<file path="src/rtl/rgu_pixel_scheduler.sv">
// rtl/rgu_pixel_scheduler.sv - walks every pixel of a frame through the ray generation unit
// Optional watchdog and oError port: define RGU_SCHED_TIMEOUT_EN.

module rgu_pixel_scheduler #(
  parameter int         PUSHES_PER_RAY = 3,
  parameter logic [7:0] REG_PIXEL_X    = 8'd1,
  parameter logic [7:0] REG_PIXEL_Y    = 8'd2
) (
  input  logic        iClock,
  input  logic        iReset,
  input  logic        iStart,
  input  logic [15:0] iResX,
  input  logic [15:0] iResY,
  input  logic        iRguFifoPush,
  input  logic        iFifoAlmostFull,
  output logic        oRguEnable,
  output logic        oRguReset,
  output logic        oRguSelected,
  output logic        oRguWrite,
  output logic [7:0]  oRguAddr,
  output logic [31:0] oRguData,
  output logic [15:0] oPixelX,
  output logic [15:0] oPixelY,
  output logic        oBusy,
`ifdef RGU_SCHED_TIMEOUT_EN
  output logic        oDone,
  output logic        oError
`else
  output logic        oDone
`endif
);

  localparam int PCW = $clog2(PUSHES_PER_RAY + 1);
  localparam logic [PCW-1:0] LAST_PUSH = PCW'(PUSHES_PER_RAY - 1);

  typedef enum logic [2:0] {
    IDLE, LOAD_X, LOAD_Y, RESTART, RUN, STALL, NEXT, DONE
  } stateT;

  stateT          state;
  stateT          nextState;
  logic [PCW-1:0] pushCount;
  logic [15:0]    resX;
  logic [15:0]    resY;
  logic           active;
  logic           finalPush;
  logic           lastPixel;
  logic           startOk;
  logic           timeout;

  // RUN and STALL are the only states in which pushes belong to the current pixel
  assign active    = (state == RUN) || (state == STALL);
  assign finalPush = active && iRguFifoPush && (pushCount == LAST_PUSH);
  assign lastPixel = (oPixelX == resX - 16'd1) && (oPixelY == resY - 16'd1);
  assign startOk   = (iResX != 16'd0) && (iResY != 16'd0);

`ifdef RGU_SCHED_TIMEOUT_EN
  logic [15:0] wdCount;

  // Fires on the cycle the count steps onto FFFF, so DONE lands 65535 cycles after RUN entry
  assign timeout = active && !iRguFifoPush && (wdCount == 16'hFFFE);

  // Watchdog: counts idle cycles of a pixel, restarts on every push
  always_ff @(posedge iClock) begin
    if (iReset) begin
      wdCount <= 16'd0;
      oError  <= 1'b0;
    end else begin
      if (state == IDLE && iStart) oError <= 1'b0;
      if (timeout) oError <= 1'b1;
      if (state == RESTART || iRguFifoPush) wdCount <= 16'd0;
      else if (active && wdCount != 16'hFFFF) wdCount <= wdCount + 16'd1;
    end
  end
`else
  assign timeout = 1'b0;
`endif

  // State register; reset wins over everything
  always_ff @(posedge iClock) begin
    if (iReset) state <= IDLE;
    else        state <= nextState;
  end

  // Next-state logic; a completing push outranks both stall and timeout
  always_comb begin
    nextState = state;
    case (state)
      IDLE:    if (iStart) nextState = startOk ? LOAD_X : DONE;
      LOAD_X:  nextState = LOAD_Y;
      LOAD_Y:  nextState = RESTART;
      RESTART: nextState = RUN;
      RUN: begin
        if (finalPush)            nextState = NEXT;
        else if (timeout)         nextState = DONE;
        else if (iFifoAlmostFull) nextState = STALL;
      end
      STALL: begin
        if (finalPush)             nextState = NEXT;
        else if (timeout)          nextState = DONE;
        else if (!iFifoAlmostFull) nextState = RUN;
      end
      NEXT:    nextState = lastPixel ? DONE : LOAD_X;
      DONE:    nextState = IDLE;
      default: nextState = IDLE;
    endcase
  end

  // Outputs decoded from state; enable drops combinationally on the completing push
  always_comb begin
    oRguEnable = 1'b0;
    oRguReset  = iReset;
    oRguWrite  = 1'b0;
    oRguAddr   = 8'd0;
    oRguData   = 32'd0;
    oDone      = 1'b0;
    case (state)
      LOAD_X: begin
        oRguWrite = 1'b1;
        oRguAddr  = REG_PIXEL_X;
        oRguData  = {16'd0, oPixelX};
      end
      LOAD_Y: begin
        oRguWrite = 1'b1;
        oRguAddr  = REG_PIXEL_Y;
        oRguData  = {16'd0, oPixelY};
      end
      RESTART: oRguReset  = 1'b1;
      RUN:     oRguEnable = !finalPush;
      DONE:    oDone      = 1'b1;
      default: ;
    endcase
  end

  assign oRguSelected = oRguWrite;
  assign oBusy        = (state != IDLE);

  // Frame bookkeeping: latched resolution, pixel scan position, push tally
  always_ff @(posedge iClock) begin
    if (iReset) begin
      oPixelX   <= 16'd0;
      oPixelY   <= 16'd0;
      resX      <= 16'd0;
      resY      <= 16'd0;
      pushCount <= '0;
    end else begin
      if (state == IDLE && iStart) begin
        oPixelX   <= 16'd0;
        oPixelY   <= 16'd0;
        resX      <= iResX;
        resY      <= iResY;
        pushCount <= '0;
      end
      if (active && iRguFifoPush) begin
        pushCount <= (pushCount == LAST_PUSH) ? '0 : pushCount + PCW'(1);
      end
      if (state == NEXT) begin
        if (oPixelX == resX - 16'd1) begin
          oPixelX <= 16'd0;
          oPixelY <= oPixelY + 16'd1;
        end else begin
          oPixelX <= oPixelX + 16'd1;
        end
      end
    end
  end

endmodule
</file>
<file path="config.mk">
export PLATFORM = sky130hd
export DESIGN_NAME = rgu_pixel_scheduler
export DESIGN_NICKNAME = d
export VERILOG_FILES = /design/src/rtl/rgu_pixel_scheduler.sv
export SDC_FILE = /design/constraint.sdc
export NUM_CORES = 1
export LEC_CHECK = 0
export CORE_MARGIN = 2
export CORE_UTILIZATION = 45
export DETAILED_ROUTE_END_ITERATION = 16
export PLACE_DENSITY = 0.73
export SETUP_SLACK_MARGIN = 0.5
export SYNTH_ARGS = -nofsm -noshare
export SYNTH_HDL_FRONTEND = slang
export SYNTH_SLANG_ARGS = --single-unit
</file>
<file path="constraint.sdc">
create_clock -name iClock -period 2.6 [get_ports iClock]
set_clock_uncertainty 0.05 [all_clocks]
set_input_delay 0.39 -clock iClock [delete_from_list [all_inputs] [get_ports iClock]]
set_output_delay 0.39 -clock iClock [all_outputs]
set_load 0.05 [all_outputs]
</file>
==> run metrics, run 1 <==
pwr dens 413.9 mW/mm2; slowest stage cell on the critical path or3_4; dpl hpwl 11.13 mm; Die Ht 106.2 um; max-cap violation count 0; initial antenna violation count 0; gr ovfl total 0; crit start category flip-flop; largest net degree at the start of global routing 51; post-placement cell area 0.006311 mm2; Die ar. 0.01128 mm2; Post-Route WL 17.01 mm; unrepaired setup endpoints after global routing yes; Die Wd 106.2 um; Boundary Pins 115; Root Buffer clkbuf_8; fill count 756; H-Tree Level Count 3; Synth Warn # 0; DRC viols 0; cells after synthesis 639; max-slew violations 0; dpl cells 884; clock latency on the worst-skew pair 0.36 ns; worst-path maximum fanout 9; Longest Clk Path Bufs 2; CP endpoint kind flip-flop; outcome finished, violations left; Worst Max-Slew Pin Slew 0.6013 ns; vias in the first global route 4954; asr flop ratio synth 0%; initial core utilization 45.95%; wire length of the first global-routing pass 24.30 mm; wire per inst 18.23 um; routed vias/inst 5.972; fin crit period 2.849 ns; final instance area 0.007322 mm2; DR iter-0 viols 445; CP Class reg -> reg; Worst EP required 2.79 ns; Vias 5572; TritonRoute pass-1 iters 6; CTS tree done; worst hold path type reg -> reg; Tot Pwr 3.031 mW; port bufs 92; fin nets 833; Static Leak 3.132 nW; Rows 37; Sink Count 69; Antenna Diode Count 0; WHS 0.4325 ns; failing checks negative setup slack; worst vdd ir 0.0003341 V; EDFF count, synth 0; period utilization 109.6%; total track usage 26.90%; fmax 351.0 MHz; cts hold-fix bufs 0; Area Growth Syn to Fin 55.76%; Post-DRT Antenna Nets 0; Critical Path AT 3.04 ns; #FFs+latches synth 69; Inserted Clock Buffers 9; Final Wtd Congestion 0.9050; register area share after synthesis 29.39%; Core Util, Final 71.57%; area occupied by multi-input gates 0.003447 mm2; Main synth FF type dfxtp_1; final std cells w/o fill 933; core box area 0.01023 mm2; Rel. slew slack 59.86%; CP cell instances nor4_4 > nand4_1 > or4_1 > a311o_2 > or3_4 > buf_12 > o211ai_1 > nand3_2; syn_area_per_cell 7.356 um2; Final Setup Violations 31; unique cell type count in the Yosys netlist 61; mapped cell area 0.004701 mm2; share of cells above drive strength 1 29.49%; worst setup margin -0.2489 ns; final hold vios 0; Clk pin slew, worst setup/hold paths 0.08 ns; CP max stage delay 0.47 ns; Sequential Area 0.001423 mm2
==> registers in the layout, indices dropped and copies added, names as in the netlist <==
signal / flops
oPixelY: 16
pushCount: 2
oPixelX: 16
resY: 16
state: 3
resX: 16
==> layout make-up <==
cell class	instances	share of cell area, %
Clock buffer	13	2.307
Clock inverter	3	0.5810
Inverter	13	0.7006
Multi-Input combinational cell	507	47.08
Sequential cell	69	19.43
Tap cell	136	2.324
Timing Repair Buffer	192	27.58
==> power breakdown <==
| part | internal [mW] | switching, mW | leakage (nW) | total (mW) |
|---|---|---|---|---|
| clock | 0.521 | 0.441 | 0.106 | 0.962 |
| combinational | 0.421 | 0.505 | 2.45 | 0.926 |
| sequential | 1.09 | 0.0527 | 0.572 | 1.14 |
==> final timing paths <==
check / from / endpoint / slack (ns) / cells past startpoint
min reg2reg: resY[8] / resY[8] / 0.43 / 2
max reg2reg: resX[3] / oPixelY[5] / -0.25 / 8
min: resY[8] / resY[8] / 0.43 / 2
max: resX[3] / oPixelY[5] / -0.25 / 8
==> cells by family (layout without fill, tap and decap cells) <==
family          after synthesis  in the layout  share of synthesized area, %
mux                          12             12                         2.635
compound gates              129            129                         18.58
other cells                   1             22                       0.07977
simple gates                297            299                         31.51
fa+ha+maj                     4              4                         1.065
flops                        69             69                         29.39
buf+inv                      86            221                         9.103
xor+xnor                     41             41                         7.639
==> Yosys cell counts (3+ instances only) <==
library cell	n	area share, %
o311ai_0	6	1.1
o211ai_1	7	1.1
a2111oi_0	4	0.75
a21oi_1	42	4.5
buf_2	3	0.32
dfxtp_1	69	29
ha_1	4	1.1
mux2_2	3	0.72
clkbuf_1	43	3.4
nand2_1	123	9.8
nor2b_1	4	0.53
o21ai_0	15	1.6
nand3_1	36	3.8
inv_1	13	1.0
and3_1	8	1.1
nor4_1	14	1.9
nand4_1	12	1.6
nor3_1	16	1.7
nand2b_1	6	0.80
and2_1	3	0.40
a31o_2	3	0.56
xnor2_1	25	4.7
o21bai_1	3	0.48
a22o_1	18	3.4
xor2_1	16	3.0
a31oi_1	8	1.1
or2_2	3	0.40
a211oi_1	3	0.48
or3_1	6	0.80
nor2_1	34	2.7
buf_4	23	3.7
a32oi_1	3	0.56
or4_1	12	1.9
nand3b_1	4	0.64
o22ai_1	3	0.40
mux2i_1	9	1.9
==> worst max-delay path: cells and delay by family (launching register included) <==
kind	cells	cell delay [ns]
AOI/OAI and AO/OA	2	0.67
DFF	1	0.36
buffers and inverters	1	0.17
and+or+nand+nor	5	1.49
==> repair_timing <==
action / in CTS / in global routing
resized for setup: 67 / 88
endpoints found under the hold margin: 0 / 0
endpoints found under the setup margin: 81 / 57
buffers inserted: 13 / 14
cloned: 2 / 4
pin swaps: 5 / 30
==> per-layer routing <==
metal  vias to the layer above  global-route usage, %  wire length (um)
li1                       2550                      -                 -
met1                      2642                  35.18              6914
met2                       317                  46.06              8060
met3                        63                  3.495              1484
met4                         0                  8.271               549
met5                         -                      0                 0
==> through the flow <==
stage / setup TNS (ns) / setup slack (ns)
floorplan: -0.7444 / -0.09091
global placement: -0.9969 / -0.09075
detailed placement: -3.821 / -0.2036
CTS: -2.528 / -0.1761
global route: -6.779 / -0.3244
finish: -4.125 / -0.2489
==> cells in the final DEF (no fill, tap or decap), drive strengths merged, types with 9 or more instances in the layout <==
master / n
xnor2: 25
nor4: 17
nand3: 36
dlygate4sd2: 25
xor2: 16
o21ai: 15
a22o: 18
inv: 13
buf: 120
clkdlybuf4s50: 39
nand2: 123
mux2i: 9
or4: 12
or3: 9
dfxtp: 69
nand4: 12
nor3: 17
clkbuf: 16
a21oi: 42
conb: 22
nor2: 34
No activity file was read; power rests on OpenSTA's default activity.
==> inputs of run 2 (changes only) <==
Settings changed: PLACE_DENSITY 0.73 to 0.86.
==> run 2 against run 1 <==
Compared with the run above:
- the run still ends with negative setup slack left
- cell count down 2.0%
- fmax down 2.4%
- non-clock buffer count down 19
- sequential share of layout area up 0.75 points
- final area down 3.6%
- total power down 2.7%
- die area unchanged
- critical path type unchanged
- largest cell class unchanged
==> run metrics, run 2 (synthesized netlist as in run 1, its figures left out) <==
DP Worst Slack -0.2542 ns (-0.05068 ns); Post-Route WL 19.68 mm (+16%); max-cap violation count 0 (unchanged); core box area 0.01023 mm2 (unchanged); DRC viols 0 (unchanged); port bufs 92 (unchanged); Worst Max-Slew Pin Slew 0.5207 ns (-0.08054 ns); CP endpoint kind flip-flop; wire length of the first global-routing pass 27.13 mm (+12%); period utilization 112.3% (+2.7 points); worst hold path type reg -> reg; Core Util, Final 69.02% (-2.5 points); initial core utilization 45.95% (unchanged); crit start category flip-flop; share of cells above drive strength 1 27.12% (-2.4 points); outcome finished, violations left; Boundary Pins 115 (unchanged); dpl hpwl 12.00 mm (+7.8%); Longest Clk Path Bufs 2 (unchanged); Sink Count 69 (unchanged); routed vias/inst 6.441 (+7.8%); Die Ht 106.2 um (unchanged); Die Wd 106.2 um (unchanged); most common cell after layout, fill and taps aside nand2_1; worst setup margin -0.3187 ns (-0.06979 ns); Post-DRT Antenna Nets 0 (unchanged); max-slew violations 0 (unchanged); clock latency on the worst-skew pair 0.36 ns (about the same); CP Class reg -> reg; pwr dens 417.5 mW/mm2 (+0.86%); Die ar. 0.01128 mm2 (unchanged); Rows 37 (unchanged); Antenna Diode Count 0 (unchanged); Vias 5887 (+5.7%); Critical Path AT 3.10 ns (+0.06 ns); wire per inst 21.53 um (+18%); CTS tree done; vias in the first global route 5375 (+8.5%); Area Growth Syn to Fin 50.23%; fmax 342.6 MHz (-2.4%); Final Setup Violations 34 (+9.7%); failing checks negative setup slack; DR iter-0 viols 712 (+60%); most frequent cells in the layout 121 x nand2_1, 67 x buf_4, 50 x dfxtp_1; fin nets 814 (-2.3%); Static Leak 2.924 nW (-6.6%); Root Buffer clkbuf_8; H-Tree Level Count 3 (unchanged); fin crit period 2.919 ns (+0.06979 ns); fill count 702 (-7.1%); Clk pin slew, worst setup/hold paths 0.08 ns (about the same); Final Wtd Congestion 1.063 (+17%); total track usage 30.36% (+3.5 points); final hold vios 0 (unchanged); Rel. slew slack 64.79% (+4.9 points); Worst EP required 2.78 ns (about the same); Inserted Clock Buffers 9 (unchanged); gr ovfl total 0 (unchanged); worst-path maximum fanout 7 (-2); unrepaired setup endpoints after global routing yes; TritonRoute pass-1 iters 6 (unchanged); initial antenna violation count 0 (unchanged); largest net degree at the start of global routing 50 (-2.0%); worst vdd ir 0.0003131 V (-6.3%)
-- run 2: layer usage --
metal | vias to the layer above | wire length [um] | global-route usage (%)
met5 | - | 0 | 0
met4 | 0 | 1473 | 18.70
met3 | 130 | 2346 | 7.541
li1 | 2513 | - | -
met1 | 2732 | 6426 | 33.85
met2 | 512 | 9432 | 51.79
-- run 2: worst paths after layout --
| check | from | end | slack (ns) | depth (start not counted) |
|---|---|---|---|---|
| worst max-delay path | resX[8] | oPixelX[12] | -0.32 | 8 |
| worst min-delay path | resY[15] | resY[15] | 0.43 | 2 |
| worst max register to register | resX[8] | oPixelX[12] | -0.32 | 8 |
| worst min register to register | resY[15] | resY[15] | 0.43 | 2 |
-- run 2: worst max-delay path, cell delays in order, from the launching register on --
cell,delay (ns)
dfxtp_2,0.35
nor4_2,0.35
nand4_1,0.18
or4_1,0.43
a311o_2,0.48
or3_4,0.42
buf_4,0.20
a31oi_4,0.20
mux2i_1,0.14
-- run 2: per-stage QoR --
stage / cells / power [mW] / hold WS, ns / TNS, ns / instance area [um2]
global placement: 871 / 1.845 / 0.4135 / -0.1880 / 6188
finish: 914 / 2.948 / 0.4281 / -5.894 / 7062
global route: 914 / 3.035 / 0.4503 / -7.934 / 7062
CTS: 902 / 2.813 / 0.4316 / -2.594 / 6673
detailed placement: 871 / 1.881 / 0.4206 / -3.930 / 6188
floorplan: 660 / 1.657 / 0.3981 / -0.7444 / 4892
-- run 2: repair_timing --
action,4_1_cts,5_1_grt
cloned,2,3
hold buffers,0,0
setup endpoints to repair,83,48
pin swaps,13,23
gates resized for setup,81,54
setup buffers,13,9
-- run 2: final cells by class --
class,instances,area [um2],area share [%]
multi-input cells,507,3422,48.46
well taps,136,170.2,2.410
clock inverters,7,73.82,1.045
repair buffers,173,1798,25.46
clock buffers,9,123.9,1.754
inverters,13,48.80,0.6910
flip-flops and latches,69,1425,20.18
-- run 2: where the power goes --
group          switching (mW)  total, mW  internal, mW  leakage, nW
clock network           0.460      0.905         0.446       0.0996
registers              0.0542       1.14          1.09        0.572
logic                   0.525      0.899         0.374         2.25
